**src/rtl/rv32i_decode_pkg.sv**
```systemverilog
// Shared encodings for the RV32I decoder: opcodes, immediate formats,
// PC-update modes, ALU functions and the bundled control word.
package rv32i_decode_pkg;

  localparam logic [6:0] OPC_LUI      = 7'b0110111;
  localparam logic [6:0] OPC_AUIPC    = 7'b0010111;
  localparam logic [6:0] OPC_JAL      = 7'b1101111;
  localparam logic [6:0] OPC_JALR     = 7'b1100111;
  localparam logic [6:0] OPC_BRANCH   = 7'b1100011;
  localparam logic [6:0] OPC_LOAD     = 7'b0000011;
  localparam logic [6:0] OPC_STORE    = 7'b0100011;
  localparam logic [6:0] OPC_OP_IMM   = 7'b0010011;
  localparam logic [6:0] OPC_OP       = 7'b0110011;
  localparam logic [6:0] OPC_MISC_MEM = 7'b0001111;
  localparam logic [6:0] OPC_SYSTEM   = 7'b1110011;

  typedef enum logic [2:0] {
    IMM_I, IMM_S, IMM_B, IMM_U, IMM_J, IMM_NONE
  } imm_type_e;

  localparam logic [2:0] PC_IMM_4    = 3'd0;
  localparam logic [2:0] PC_IMM_0    = 3'd1;
  localparam logic [2:0] PC_IMM_BZ   = 3'd2;
  localparam logic [2:0] PC_IMM_BNZ  = 3'd3;
  localparam logic [2:0] PC_IMM_JAL  = 3'd4;
  localparam logic [2:0] PC_IMM_JALR = 3'd5;

  localparam logic [2:0] ALU_ADD  = 3'd0;
  localparam logic [2:0] ALU_SLL  = 3'd1;
  localparam logic [2:0] ALU_SLT  = 3'd2;
  localparam logic [2:0] ALU_SLTU = 3'd3;
  localparam logic [2:0] ALU_XOR  = 3'd4;
  localparam logic [2:0] ALU_SRL  = 3'd5;
  localparam logic [2:0] ALU_OR   = 3'd6;
  localparam logic [2:0] ALU_AND  = 3'd7;

  localparam logic [6:0] F7_BASE = 7'b0000000;
  localparam logic [6:0] F7_ALT  = 7'b0100000;

  typedef struct packed {
    logic       alu_imm;
    logic [2:0] alu_op;
    logic       alu_alt;
    logic       reg_wen;
    logic [2:0] pc_imm;
    logic       dmem_write;
    logic       dmem_read;
    logic       dmem_reg;
    logic       alu_a0;
    logic       alu_apc;
    logic       alu_b4;
  } ctrl_t;

endpackage

```
**src/rtl/rv32i_imm_gen.sv**
```systemverilog
// Immediate generator: assembles the sign-extended immediate for the
// selected instruction format from the raw instruction bits.
module rv32i_imm_gen
  import rv32i_decode_pkg::*;
(
  input  imm_type_e   imm_type_i,
  input  logic [31:7] ins_i,
  output logic [31:0] imm_o
);

  always_comb begin
    imm_o = '0;
    case (imm_type_i)
      IMM_I:   imm_o = {{20{ins_i[31]}}, ins_i[31:20]};
      IMM_S:   imm_o = {{20{ins_i[31]}}, ins_i[31:25], ins_i[11:7]};
      IMM_B:   imm_o = {{19{ins_i[31]}}, ins_i[31], ins_i[7], ins_i[30:25],
                        ins_i[11:8], 1'b0};
      IMM_U:   imm_o = {ins_i[31:12], 12'b0};
      IMM_J:   imm_o = {{11{ins_i[31]}}, ins_i[31], ins_i[19:12], ins_i[20],
                        ins_i[30:21], 1'b0};
      default: imm_o = '0;
    endcase
  end

endmodule

```
**src/rtl/rv32i_decode.sv**
```systemverilog
// RV32I control decoder for the single-cycle core, with a sticky halt flop
// that freezes the core after the first illegal instruction.
module rv32i_decode
  import rv32i_decode_pkg::*;
(
  input  logic        clk,
  input  logic        reset,
  input  logic [6:0]  op_code,
  input  logic [2:0]  funct3,
  input  logic [6:0]  funct7,
  input  logic [31:7] ins_i,
  output logic [31:0] imm,
  output logic        op_illegal,
  output logic        alu_imm,
  output logic [2:0]  alu_op,
  output logic        alu_alt,
  output logic        reg_wen,
  output logic [2:0]  pc_imm,
  output logic        dmem_write,
  output logic        dmem_read,
  output logic        dmem_reg,
  output logic        alu_a0,
  output logic        alu_apc,
  output logic        alu_b4,
  output logic        halted
);

  imm_type_e imm_type;
  ctrl_t     dec;
  ctrl_t     ctrl;
  logic      dec_illegal;
  logic      halted_q, halted_d;

  always_comb begin
    imm_type = IMM_NONE;
    case (op_code)
      OPC_LUI, OPC_AUIPC:             imm_type = IMM_U;
      OPC_JAL:                        imm_type = IMM_J;
      OPC_JALR, OPC_LOAD, OPC_OP_IMM: imm_type = IMM_I;
      OPC_BRANCH:                     imm_type = IMM_B;
      OPC_STORE:                      imm_type = IMM_S;
      default:                        imm_type = IMM_NONE;
    endcase
  end

  rv32i_imm_gen u_imm_gen (
    .imm_type_i (imm_type),
    .ins_i      (ins_i),
    .imm_o      (imm)
  );

  always_comb begin
    dec         = '0;
    dec.pc_imm  = PC_IMM_4;
    dec_illegal = 1'b0;
    case (op_code)
      OPC_LUI: begin
        dec.alu_a0  = 1'b1;
        dec.alu_imm = 1'b1;
        dec.reg_wen = 1'b1;
      end
      OPC_AUIPC: begin
        dec.alu_apc = 1'b1;
        dec.alu_imm = 1'b1;
        dec.reg_wen = 1'b1;
      end
      OPC_JAL: begin
        dec.alu_apc = 1'b1;
        dec.alu_b4  = 1'b1;
        dec.reg_wen = 1'b1;
        dec.pc_imm  = PC_IMM_JAL;
      end
      OPC_JALR: begin
        dec.alu_apc = 1'b1;
        dec.alu_b4  = 1'b1;
        dec.reg_wen = 1'b1;
        dec.pc_imm  = PC_IMM_JALR;
        dec_illegal = (funct3 != 3'b000);
      end
      OPC_BRANCH: begin
        // Equality uses SUB and tests for zero; magnitude compares use SLT(U).
        case (funct3)
          3'b000: begin dec.alu_alt = 1'b1;   dec.pc_imm = PC_IMM_BZ;  end
          3'b001: begin dec.alu_alt = 1'b1;   dec.pc_imm = PC_IMM_BNZ; end
          3'b100: begin dec.alu_op = ALU_SLT;  dec.pc_imm = PC_IMM_BNZ; end
          3'b101: begin dec.alu_op = ALU_SLT;  dec.pc_imm = PC_IMM_BZ;  end
          3'b110: begin dec.alu_op = ALU_SLTU; dec.pc_imm = PC_IMM_BNZ; end
          3'b111: begin dec.alu_op = ALU_SLTU; dec.pc_imm = PC_IMM_BZ;  end
          default: dec_illegal = 1'b1;
        endcase
      end
      OPC_LOAD: begin
        dec.alu_imm   = 1'b1;
        dec.dmem_read = 1'b1;
        dec.dmem_reg  = 1'b1;
        dec.reg_wen   = 1'b1;
        dec_illegal   = (funct3 == 3'b011) || (funct3 == 3'b110) ||
                        (funct3 == 3'b111);
      end
      OPC_STORE: begin
        dec.alu_imm    = 1'b1;
        dec.dmem_write = 1'b1;
        dec_illegal    = (funct3 > 3'b010);
      end
      OPC_OP_IMM: begin
        dec.alu_imm = 1'b1;
        dec.alu_op  = funct3;
        dec.reg_wen = 1'b1;
        if (funct3 == ALU_SRL) begin
          dec.alu_alt = funct7[5];
          dec_illegal = (funct7 != F7_BASE) && (funct7 != F7_ALT);
        end else if (funct3 == ALU_SLL) begin
          dec_illegal = (funct7 != F7_BASE);
        end
      end
      OPC_OP: begin
        dec.alu_op  = funct3;
        dec.alu_alt = funct7[5];
        dec.reg_wen = 1'b1;
        dec_illegal = !((funct7 == F7_BASE) ||
                        ((funct7 == F7_ALT) &&
                         ((funct3 == ALU_ADD) || (funct3 == ALU_SRL))));
      end
      OPC_MISC_MEM: ;
      default: dec_illegal = 1'b1;
    endcase
  end

  // Reset wins over everything; otherwise an illegal op or a halted core
  // both squash the control word and freeze the PC.
  always_comb begin
    ctrl       = dec;
    op_illegal = dec_illegal;
    if (reset) begin
      ctrl        = '0;
      ctrl.pc_imm = PC_IMM_4;
      op_illegal  = 1'b0;
    end else if (dec_illegal || halted_q) begin
      ctrl        = '0;
      ctrl.pc_imm = PC_IMM_0;
    end
  end

  always_comb begin
    halted_d = halted_q;
    if (reset)           halted_d = 1'b0;
    else if (op_illegal) halted_d = 1'b1;
  end

  always_ff @(posedge clk) begin
    halted_q <= halted_d;
  end

  assign alu_imm    = ctrl.alu_imm;
  assign alu_op     = ctrl.alu_op;
  assign alu_alt    = ctrl.alu_alt;
  assign reg_wen    = ctrl.reg_wen;
  assign pc_imm     = ctrl.pc_imm;
  assign dmem_write = ctrl.dmem_write;
  assign dmem_read  = ctrl.dmem_read;
  assign dmem_reg   = ctrl.dmem_reg;
  assign alu_a0     = ctrl.alu_a0;
  assign alu_apc    = ctrl.alu_apc;
  assign alu_b4     = ctrl.alu_b4;
  assign halted     = halted_q;

endmodule

```
**config.mk**
```make
export PLATFORM = sky130hd
export DESIGN_NAME = rv32i_decode
export DESIGN_NICKNAME = d
export VERILOG_FILES = /design/src/rtl/rv32i_decode_pkg.sv /design/src/rtl/rv32i_imm_gen.sv /design/src/rtl/rv32i_decode.sv
export SDC_FILE = /design/constraint.sdc
export NUM_CORES = 1
export LEC_CHECK = 0
export CAP_MARGIN = 20
export CORE_MARGIN = 2
export CORE_UTILIZATION = 30
export DETAILED_ROUTE_END_ITERATION = 16
export PLACE_DENSITY = 0.78
export SLEW_MARGIN = 20
export SYNTH_ARGS = -nofsm -noshare
export SYNTH_HDL_FRONTEND = slang
export SYNTH_HIERARCHICAL = 1
export SYNTH_SLANG_ARGS = --single-unit
```
**constraint.sdc**
```tcl
create_clock -name clk -period 2.2 [get_ports clk]
set_clock_uncertainty 0.05 [all_clocks]
set_input_delay 0.44 -clock clk [delete_from_list [all_inputs] [get_ports clk]]
set_output_delay 0.44 -clock clk [all_outputs]
set_load 0.02 [all_outputs]
```
### Word-level counts from Yosys, hierarchy flattened

Cells that the tools add are included.

| cells by class | value |
|---|---|
| equal/unequal tests | 22 |
| reductions and logical operators | 26 |
| magnitude comparators | 1 |
| muxes and demuxes | 22 |

Operator list:

| cell | count |
|---|---|
| one-hot mux 32 bit (5 select lines) | 1 |
| 2-to-1 mux 15 bit | 2 |
| == test 7 x 6 -> 1 bit, second input constant | 4 |
| == test 7 bit, second input constant | 3 |
| == test 3 bit, second input constant | 5 |
| one-hot mux 3 bit (5 select lines) | 1 |
| == test 7 x 5 -> 1 bit, second input constant | 2 |
| 2-to-1 mux 1 bit | 12 |
| one-hot mux 4 bit (3 select lines) | 1 |
| OR reduction 3 bit | 4 |
| OR reduction 2 bit | 5 |
| == test 3 x 2 -> 1 bit, second input constant | 3 |
| one-hot mux 3 bit (3 select lines) | 1 |
| one-hot mux 2 bit (2 select lines) | 2 |
| == test 7 x 2 -> 1 bit, second input constant | 1 |
| == test 7 x 4 -> 1 bit, second input constant | 1 |
| logical NOT 7 bit | 1 |
| inequality test 7 x 6 -> 1 bit, second input constant | 1 |
| one-hot mux 1 bit (7 select lines) | 1 |
| nonzero test 7 bit | 1 |
| OR reduction 7 bit | 1 |
| == test 3 x 1 -> 1 bit, second input constant | 2 |
| logical NOT 3 bit | 2 |
| OR reduction 6 bit | 1 |
| 8 further kinds | 13 |

| storage, ports and cells | value |
|---|---|
| logic and storage cells | 72 |
| register bits | 1 |

### Depth between registers and ports, before layout

| depth | value |
|---|---|
| word-level depth | 9 |
| gate-level depth with buffers | 9 |

### Hierarchy

Netlist, hierarchy kept.

By module, submodules not included:

| module | cells an instance | area each (µm²) | times used |
|---|---|---|---|
| rv32i_decode | 86 | 623.1 | 1 |
| rv32i_imm_gen | 94 | 540.5 | 1 |

### Worst setup path before layout

Ideal clock, no wire load.

| timing path | value |
|---|---|
| path type | input-to-output |
| from | in funct3[1] |
| to | out dmem_reg |
| arrival | 2.249 ns |
| stages | 6 |
| setup slack | -0.539 ns |
| required time | 1.710 ns |
| cell sequence | or3_1 -> nor3b_2 -> a22oi_4 -> nand2_4 -> nor4_1 -> buf_4 |

| on the way | value |
|---|---|
| longest elaborated chain between the ends | 9 |

Ends and longest elaborated chain:

| item | RTL line | text |
|---|---|---|
| start: declaration | rv32i_decode.sv:9 | `input logic [2:0] funct3,` |
| branches (longest 5 deep; another with OR reduction 6 bit) | n/a |  |
| one-hot mux 1 bit (7 select lines) (*) | rv32i_decode.sv:56 | `case (op_code)` |
| logical OR 1 bit (*) | rv32i_decode.sv:138 | `end else if (dec_illegal \|\| halted_q) begin` |
| 2-to-1 mux 15 bit (*) | rv32i_decode.sv:138 |  |
| 2-to-1 mux 15 bit (*) | rv32i_decode.sv:134 | `if (reset) begin` |
| end: declaration | rv32i_decode.sv:21 | `output logic dmem_reg,` |

Mark *: on every way between the ends.

### Worst setup path in the final report

| timing path | value |
|---|---|
| from | in op_code[6] |
| to | out alu_imm |

| on the way | value |
|---|---|
| longest elaborated chain between the ends | 6 |

Ends and longest elaborated chain:

| item | RTL line | text |
|---|---|---|
| start: declaration | rv32i_decode.sv:8 | `input logic [6:0] op_code,` |
| == test 7 bit (tied with other cells) | rv32i_decode.sv:56 |  |
| OR reduction 4 bit (no source line) | n/a |  |
| one-hot mux 1 bit (7 select lines) | rv32i_decode.sv:56 |  |
| logical OR 1 bit | rv32i_decode.sv:138 |  |
| 2-to-1 mux 15 bit (*) | rv32i_decode.sv:138 |  |
| 2-to-1 mux 15 bit (*) | rv32i_decode.sv:134 |  |
| end: declaration | rv32i_decode.sv:14 | `output logic alu_imm,` |

Mark *: on every way between the ends. The rest lies on a longest branch, timed or not.

==> impl_metrics.json <==
{
  "die_x_um": 66.28,
  "yosysWarnings": 6,
  "portBuffers": 92,
  "avgSynthCellArea_um2": 6.465,
  "final_common_cell": "buf_4",
  "period_share_pct": 116.9,
  "finalWirelength_um": 6903,
  "core_um2": 3689,
  "startpoint_type": "input pin",
  "synth_edf_count": 0,
  "async_flop_share_pct": 0,
  "rsz0062_at_grt": "true",
  "nNetsFinal": 376,
  "slew_violations": 0,
  "n_antenna_cell": 0,
  "cp.required_ns": 1.71,
  "timing.fmax_mhz": 388.8,
  "final_antenna_net_count": 0,
  "path_max_fanout": 7,
  "initial_core_util_pct": 31.55,
  "grt_antenna_before_repair": 0,
  "drc": 0,
  "min_path_cells": 2,
  "gp_congestion": 0.8553,
  "crit_chain": "buf_8 -> buf_6 -> nor2_1 -> o31ai_2 -> a311oi_4 -> o21ai_4 -> buf_6 -> nor4_4 -> buf_4",
  "final_cell_mix": "66 x buf_4, 50 x buf_6, 27 x clkdlybuf4s50_1",
  "finalWorstSetupSlack_ns": -0.3723,
  "grt_overflow": 0,
  "synth_cells": 180,
  "largest_reg_flops": 1,
  "min_to": "halted",
  "crit_type": "input pin to output port",
  "crit_top_cell": "buf_6",
  "num_rows": 22,
  "synth_fp_nets": 224,
  "slowest_stage": "a311oi_4",
  "io_pins": 93,
  "wire_per_inst_um": 18.26,
  "ys_seq_elements": 1,
  "hp-start": "halted",
  "min_period_ns": 2.572,
  "r2r_start": "halted",
  "power_density_nw_per_um2": 149.3,
  "violations": "negative setup slack",
  "maxCapViolations": 0,
  "grt_pass1_vias": 2023,
  "seq_area_frac_synth_pct": 1.720,
  "arrival_ns": 2.08,
  "endpoint_kind": "output port",
  "dp_slack_ns": -1.261,
  "cts_hold_buf": 0,
  "vdd_drop_max_mv": 0.1699,
  "synth_flop_cell": "dfxtp_1",
  "via_per_inst": 5.563,
  "r2r_cells": 2,
  "synth_area_um2": 1164,
  "rrSetupSlack_ns": 1.52,
  "place_area_um2": 2621,
  "leakagePower_nw": 1.438,
  "grt_usage_pct": 26.81,
  "cts.clk_slew.worst_paths_ns": 0,
  "die_h_um": 66.28,
  "syn2layout_area_growth_pct": 175.4,
  "hold_path_class": "flop to flop",
  "relSlewSlack_pct": 75.24,
  "grt_first_pass_wirelength_um": 9390,
  "clock_latency_ns": 0,
  "drt_iter0_drc": 127,
  "hpwl_um": 3966,
  "slowest_delay_ns": 0.29,
  "setup_viol": 45,
  "r2r-end": "halted",
  "dieArea_um2": 4393,
  "vias": 2103,
  "first_pass_iters": 4,
  "synthDistinctLibCells": 50,
  "worstMarginPinSlew_ns": 0.3715,
  "power_w": 0.0004783,
  "post_route_cells_drive_above_1_share_pct": 68.48,
  "hold_viol": 0,
  "fin_area_um2": 3204,
  "status": "finished, violations left",
  "grt_max_degree": 15
}
timing repair:
action	in CTS	in global routing
pin swaps	34	27
buffers inserted	13	9
gates cloned	2	0
gates resized for setup	385	58
endpoints found under the setup margin	49	48
per-layer routing:
| layer | wire length (µm) | track usage (%) | vias to the layer above |
|---|---|---|---|
| li1 | - | - | 966 |
| met1 | 2541 | 28.74 | 996 |
| met2 | 3670 | 54.50 | 118 |
| met3 | 450 | 2.555 | 23 |
| met4 | 240 | 6.633 | 0 |
| met5 | 0 | 0 | - |
metrics by stage:
| stage | hold WS (ns) | util (%) | cells | TNS (ns) |
|---|---|---|---|---|
| floorplan | 0.4594 | - | 180 | -3.361 |
| CTS | 0.4505 | 79.88 | 370 | -7.774 |
| global route | 0.4913 | 86.87 | 378 | -14.61 |
| finish | 0.4586 | 86.87 | 378 | -11.45 |
| detailed placement | 0.4450 | 71.07 | 355 | -54.49 |
| global placement | 0.4314 | 71.07 | 355 | -53.44 |
critical path, delay by kind of cell:
kind / cells / cell delay [ns]
buf+inv: 4 / 0.58
compound gates: 3 / 0.56
simple gates: 2 / 0.50
cells in the mapped netlist, drive strengths merged (6+ instances only):
| library cell | number | area share, % |
|---|---|---|
| nand2b | 6 | 3.9 |
| buf | 11 | 6.8 |
| nor3 | 9 | 4.8 |
| a21oi | 19 | 8.2 |
| nor4 | 6 | 3.8 |
| o22ai | 12 | 6.5 |
| nand2 | 30 | 10 |
| o21ai | 10 | 4.9 |
| nor2b | 9 | 4.8 |
| inv | 7 | 2.3 |
| nor2 | 10 | 3.2 |
cell families (layout without fill, tap and decap cells):
| family | after synthesis | in the layout | synth area share [%] |
|---|---|---|---|
| buffers and inverters | 23 | 171 | 11.50 |
| muxes | 6 | 6 | 5.699 |
| adders and majority gates | 1 | 1 | 0.9677 |
| AOI/OAI and AO/OA | 58 | 58 | 34.73 |
| and+or+nand+nor | 91 | 93 | 45.38 |
| DFF | 1 | 1 | 1.720 |
power breakdown:
part,total [W],switching [W],internal [W]
sequential,0.0000211,0.00000135,0.0000198
clock,0,0,0
combinational,0.000457,0.000220,0.000237
cell type report:
cell class,instances,area (µm²)
Fill cell,195,484.2
Inverter,7,26.28
Multi-Input combinational cell,158,1553
Sequential cell,1,20.02
Tap cell,48,60.06
Timing Repair Buffer,164,1545
how the worst max path moves through the flow:
stage / from / to / slack, ns / cells past startpoint
floorplan: op_code[6] / imm[20] / -0.16 / 8
global placement: op_code[4] / imm[30] / -1.22 / 9
detailed placement: op_code[4] / imm[30] / -1.26 / 9
CTS: op_code[4] / imm[24] / -0.25 / 9
global route: op_code[6] / alu_imm / -0.45 / 9
finish: op_code[6] / alu_imm / -0.37 / 9
No activity file was read; power rests on OpenSTA's default activity.
